$ cat src/rtl/uart_tx_frame.sv
// Parametrised UART transmitter that pops words from a FWFT FIFO through an active-low read strobe.
// Optional parity bit between data and stop bits when UART_TX_PARITY_EN is defined.
module uart_tx_frame #(
   parameter int DATA_BITS  = 8,
   parameter int CDIV       = 2,
   parameter int STOP_BITS  = 1,
   parameter int MSB_FIRST  = 1,
   parameter int PARITY_ODD = 0
) (
   input  logic                 clk,
   input  logic                 n_rst,
   input  logic                 n_empty,
   input  logic [DATA_BITS-1:0] data_in,
   output logic                 n_rd,
   output logic                 tx,
   output logic                 busy,
   output logic                 frame_done
);

   localparam int DW = (CDIV > 1) ? $clog2(CDIV) : 1;
   localparam int CW = 4;
   localparam logic [DW-1:0] DIV_MAX   = DW'(CDIV - 1);
   localparam logic [CW-1:0] LAST_DATA = CW'(DATA_BITS - 1);
   localparam logic [CW-1:0] LAST_STOP = CW'(STOP_BITS - 1);

   typedef enum logic [2:0] {
      IDLE  = 3'd0,
      START = 3'd1,
      DATA  = 3'd2,
`ifdef UART_TX_PARITY_EN
      PARITY = 3'd3,
`endif
      STOP  = 3'd4
   } state_t;

   state_t               state, state_d;
   logic [DW-1:0]        div, div_d;
   logic [CW-1:0]        cnt, cnt_d;
   logic [DATA_BITS-1:0] shreg, shreg_d, shreg_sh;
   logic                 tx_d, n_rd_d, busy_d, frame_done_d;
   logic                 wrap, load, nxt_bit;
`ifdef UART_TX_PARITY_EN
   logic                 par, par_d;
`endif

   always_ff @(posedge clk or negedge n_rst) begin
      if (!n_rst) begin
         state      <= IDLE;
         div        <= '0;
         cnt        <= '0;
         shreg      <= '0;
         tx         <= 1'b1;
         n_rd       <= 1'b1;
         busy       <= 1'b0;
         frame_done <= 1'b0;
`ifdef UART_TX_PARITY_EN
         par        <= 1'b0;
`endif
      end else begin
         state      <= state_d;
         div        <= div_d;
         cnt        <= cnt_d;
         shreg      <= shreg_d;
         tx         <= tx_d;
         n_rd       <= n_rd_d;
         busy       <= busy_d;
         frame_done <= frame_done_d;
`ifdef UART_TX_PARITY_EN
         par        <= par_d;
`endif
      end
   end

   // Next bit comes off the end of the shift register selected by MSB_FIRST.
   always_comb begin
      nxt_bit  = (MSB_FIRST != 0) ? shreg[DATA_BITS-1] : shreg[0];
      shreg_sh = (MSB_FIRST != 0) ? (shreg << 1) : (shreg >> 1);
   end

   always_comb begin
      state_d = state;
      div_d   = div;
      cnt_d   = cnt;
      shreg_d = shreg;
      tx_d    = tx;
      n_rd_d  = 1'b1;
      busy_d  = busy;
      load    = 1'b0;
      wrap    = (div == DIV_MAX);
`ifdef UART_TX_PARITY_EN
      par_d   = par;
`endif
      if (state != IDLE) begin
         div_d = wrap ? '0 : div + 1'b1;
      end

      case (state)
         IDLE: begin
            tx_d = 1'b1;
            if (n_empty) load = 1'b1;
         end
         START: begin
            if (wrap) begin
               state_d = DATA;
               cnt_d   = '0;
               tx_d    = nxt_bit;
               shreg_d = shreg_sh;
            end
         end
         DATA: begin
            if (wrap) begin
               if (cnt == LAST_DATA) begin
                  cnt_d = '0;
`ifdef UART_TX_PARITY_EN
                  state_d = PARITY;
                  tx_d    = par;
`else
                  state_d = STOP;
                  tx_d    = 1'b1;
`endif
               end else begin
                  cnt_d   = cnt + 1'b1;
                  tx_d    = nxt_bit;
                  shreg_d = shreg_sh;
               end
            end
         end
`ifdef UART_TX_PARITY_EN
         PARITY: begin
            if (wrap) begin
               state_d = STOP;
               tx_d    = 1'b1;
            end
         end
`endif
         STOP: begin
            if (wrap) begin
               if (cnt == LAST_STOP) begin
                  // Gapless hand-off when the FIFO already holds the next word.
                  if (n_empty) begin
                     load = 1'b1;
                  end else begin
                     state_d = IDLE;
                     busy_d  = 1'b0;
                     tx_d    = 1'b1;
                  end
               end else begin
                  cnt_d = cnt + 1'b1;
               end
            end
         end
         default: begin
            state_d = IDLE;
            busy_d  = 1'b0;
            tx_d    = 1'b1;
         end
      endcase

      if (load) begin
         state_d = START;
         shreg_d = data_in;
         tx_d    = 1'b0;
         busy_d  = 1'b1;
         div_d   = '0;
         cnt_d   = '0;
         n_rd_d  = 1'b0;
`ifdef UART_TX_PARITY_EN
         par_d   = (^data_in) ^ (PARITY_ODD != 0);
`endif
      end

      frame_done_d = (state_d == STOP) && (div_d == DIV_MAX) && (cnt_d == LAST_STOP);
   end

endmodule

$ cat config.mk
export PLATFORM = sky130hd
export DESIGN_NAME = uart_tx_frame
export DESIGN_NICKNAME = d
export VERILOG_FILES = /design/src/rtl/uart_tx_frame.sv
export SDC_FILE = /design/constraint.sdc
export NUM_CORES = 1
export LEC_CHECK = 0
export BUFFER_PORTS_ARGS = -buffer_cell sky130_fd_sc_hd__buf_2
export CORE_ASPECT_RATIO = 1.4
export CORE_UTILIZATION = 40
export DETAILED_ROUTE_END_ITERATION = 16
export SETUP_SLACK_MARGIN = 0.05
export SLEW_MARGIN = 10
export SYNTH_ARGS = -nofsm -noshare
export SYNTH_HDL_FRONTEND = slang
export SYNTH_SLANG_ARGS = --single-unit
$ cat constraint.sdc
create_clock -name clk -period 2.3 [get_ports clk]
set_input_delay 0.345 -clock clk [delete_from_list [all_inputs] [get_ports clk]]
set_output_delay 0.345 -clock clk [all_outputs]
set_load 0.02 [all_outputs]
==> out/results.tsv <==
stage	metric	value	unit
critical_path	cpMostUsedCell	nand2_2	
final_layout	final_core_util	47.8	%
logic_synthesis	synth_cells	136	
final_layout	diodes	0	
logic_synthesis	yosys_most_used_dff	dfrtp_1	
clock_network	htree_levels	1	
die	std_cell_rows	23	
sta	slew_violations	0	
sta	hold_viol	0	
critical_path	critPathMaxFanout	18	
clock_network	clock_sinks	20	
clock_network	cts_tree	done	
logic_synthesis	synthTopCellsByArea	dfrtp_1, mux2i_1, a21oi_1	
critical_path	r2r-end	shreg[5]$_DFFE_PN0P_	
placed_design	port_buffers	14	
clock_network	path_clk_slew	0.07	ns
logic_synthesis	synthMuxAreaShare	6.40	%
final_layout	stdcell_area	1400	sq um
logic_synthesis	synth-compound-area-share	18.2	%
sta	setup_violations	0	
critical_path	rr_worst_depth	9	
logic_synthesis	netlist_area	1270	sq um
clock_network	post_cts_buffers	0	
critical_path	critPathSlowestCell	dfrtp_1	
logic_synthesis	synth_nets	150	
placed_design	dpl_cell_area	1360	sq um
die	core	2940	sq um
placed_design	place_ws	0.349	ns
logic_synthesis	synth-edff-count	0	
die	io_pins	15	
pwr	leakagePower	0.000566	uW
global_routing	antenna_found_initial	0	
critical_path	crit_chain	inv_1 -> ha_1 -> nand4bb_4 -> nand2_2 -> nand2_2 -> nor3_4 -> inv_2 -> nor2_1 -> a21oi_1	
critical_path	critPathBufInv	2	
critical_path	cp.required	2.44	ns
placed_design	place_hpwl	1860	um
sta	rsz0062_at_grt	no	
die	fp.dieW	49.6	um
critical_path	cp.depth	9	
clock_network	ctsHoldBuffers	0	
global_routing	grt_busiest_layer	met2	
die	start_util	43.3	%
route	drc	0	
worst_hold_path	hold_class	primary input to asynchronous set/reset pin	
logic_synthesis	post-synth-top-count-cell	dfrtp_1	
logic_synthesis	yosys.cell_types.count	48	
global_routing	met2_usage	31.6	%
global_routing	grt_max_degree	21	
final_layout	nets	165	
route	wl	2610	um
global_routing	overflow	0	
global_routing	use_met3	2.85	%
sta	setup_ws	0.340	ns
sta	setup_tns	0	ns
placed_design	globalplace.congestion	0.869	
route	vias_per_cell	5.49	
final_layout	nFillCells	322	
sta	relSlewSlack	60.9	%
clock_network	clockRootBuffer	clkbuf_8	
sta	period_needed	1.96	ns
sta	maxClockFrequency	0.510	GHz
route	drtIter0Drc	21	
sta	min_period_over_period	85.2	%
global_routing	grt_pass1_wl	4420	um
final_layout	syn_to_final_growth	10.3	%
logic_synthesis	synth_warnings	0	
sta	fin_skew	0.00215	ns
critical_path	critPathMaxStageDelay	0.47	ns
logic_synthesis	synth-seq-cells	20	
critical_path	cp_top_family	simple AND/OR/NAND/NOR gates	
die	die_y	68.7	um
final_layout	drive_gt1_share	21.5	%
clock_network	clock_path_buffers	2	
route	ant_nets	0	
clock_network	insertion_delay	0.26	ns
logic_synthesis	synth-adder-area-share	2.95	%
critical_path	arrival	2.10	ns
clock_network	cts_buffers	3	
route	dr.pass1.iters	4	
route	via_count	1022	
critical_path	r2r_slack	0.34	ns
outcome	status	complete, no violations	
critical_path	start_kind	flip-flop	
logic_synthesis	ys_seq_area_share	39.6	%
job	maxCapViolCount	0	
die	die_area	3410	sq um
logic_synthesis	synthSimpleGateAreaFrac	25.2	%
logic_synthesis	synth_common_cells	dfrtp_1, nor2_1, a21oi_1	
critical_path	end_kind	flip-flop	
clock_network	cts_resized	0	
logic_synthesis	async_reset_ff_share	100	%
route	wire_per_inst	14.0	um
logic_synthesis	synth_top_family_by_area	simple AND/OR/NAND/NOR gates	
pwr	p_per_area	1160	nW/um^2
critical_path	crit_type	flip-flop to flip-flop	
logic_synthesis	synth_xor_area_share	2.07	%
global_routing	grtUsageTotal	17.7	%
critical_path	worstReg2RegStart	cnt[0]$_DFF_PN0_	
logic_synthesis	yosys.area.top_type	dfrtp_1	
sta	tightestPinTransition	0.586	ns
logic_synthesis	avgSynthCellArea	9.35	sq um
global_routing	globalRouteMet1Util	20.4	%
pwr	ir_worst_vdd	0.561	mV
logic_synthesis	synth_top_area_share	35.4	%
global_routing	grt_pass1_vias	971	
power by group:
group	switching, uW	internal (uW)	total [uW]
sequential	149	484	633
combinational	417	340	757
clock	119	117	236
registers in the layout (all words and copies together) (netlist names):
register	count
cnt	4
tx	1
state	3
frame_done	1
n_rd	1
busy	1
div	1
shreg	8
how the worst max path moves through the flow:
stage | start | to | slack [ns]
2_1_floorplan | cnt[0]$_DFF_PN0_ | cnt[3]$_DFF_PN0_ | 0.62
3_3_place_gp | cnt[0]$_DFF_PN0_ | shreg[1]$_DFFE_PN0P_ | 0.36
3_5_place_dp | cnt[0]$_DFF_PN0_ | shreg[5]$_DFFE_PN0P_ | 0.35
4_1_cts | cnt[0]$_DFF_PN0_ | shreg[5]$_DFFE_PN0P_ | 0.33
5_1_grt | cnt[0]$_DFF_PN0_ | shreg[7]$_DFFE_PN0P_ | 0.16
6_report | cnt[0]$_DFF_PN0_ | shreg[5]$_DFFE_PN0P_ | 0.34
layer usage:
| layer | up-vias | part of all wire (%) |
|---|---|---|
| met4 | 0 | 2.2 |
| li1 | 508 | - |
| met5 | - | 0 |
| met3 | 7 | 3.0 |
| met1 | 485 | 43 |
| met2 | 22 | 52 |
logic make-up (layout without fill, tap and decap cells):
kind of cell | count (synthesis) | in the layout
simple gates | 53 | 53
compound gates | 36 | 36
flops | 20 | 20
buf+inv | 13 | 26
mux | 8 | 8
fa+ha+maj | 3 | 3
xor+xnor | 3 | 3
per-stage QoR:
step | power (uW) | hold WS (ns) | std cells
final | 1630 | 0.0183 | 186
after global routing | 1750 | 0.0707 | 186
after global placement | 1390 | 0.328 | 183
after CTS | 1640 | 0.0433 | 186
after detailed placement | 1400 | 0.328 | 183
after floorplan | 1250 | 0.0494 | 136
cells in the final DEF (no fill, tap or decap), types with 2 or more instances in the layout:
master / count
nor3b_1: 2
mux2i_1: 7
ha_1: 3
dfstp_2: 2
o21a_1: 2
buf_4: 3
and2b_1: 2
a31oi_1: 2
nor2b_1: 2
nand3b_1: 2
dfrtp_1: 18
a21oi_1: 12
or3b_1: 2
nand2_1: 8
buf_2: 14
nand3_1: 3
a211oi_1: 3
nor3_1: 4
nor2_1: 15
clkbuf_8: 3
o21ai_0: 6
nand2b_1: 3
xnor2_1: 2
nand2_2: 2
inv_1: 5
cell type report:
type	instances	area, sq um	share of cell area (%)
timing repair buffer	17	92.6	6.60
tap	37	46.3	3.30
sequential	20	503	35.9
inverter	6	22.5	1.61
multi-input combinational	103	697	49.7
clock buffer	3	41.3	2.94
No activity file was read; power rests on OpenSTA's default activity.
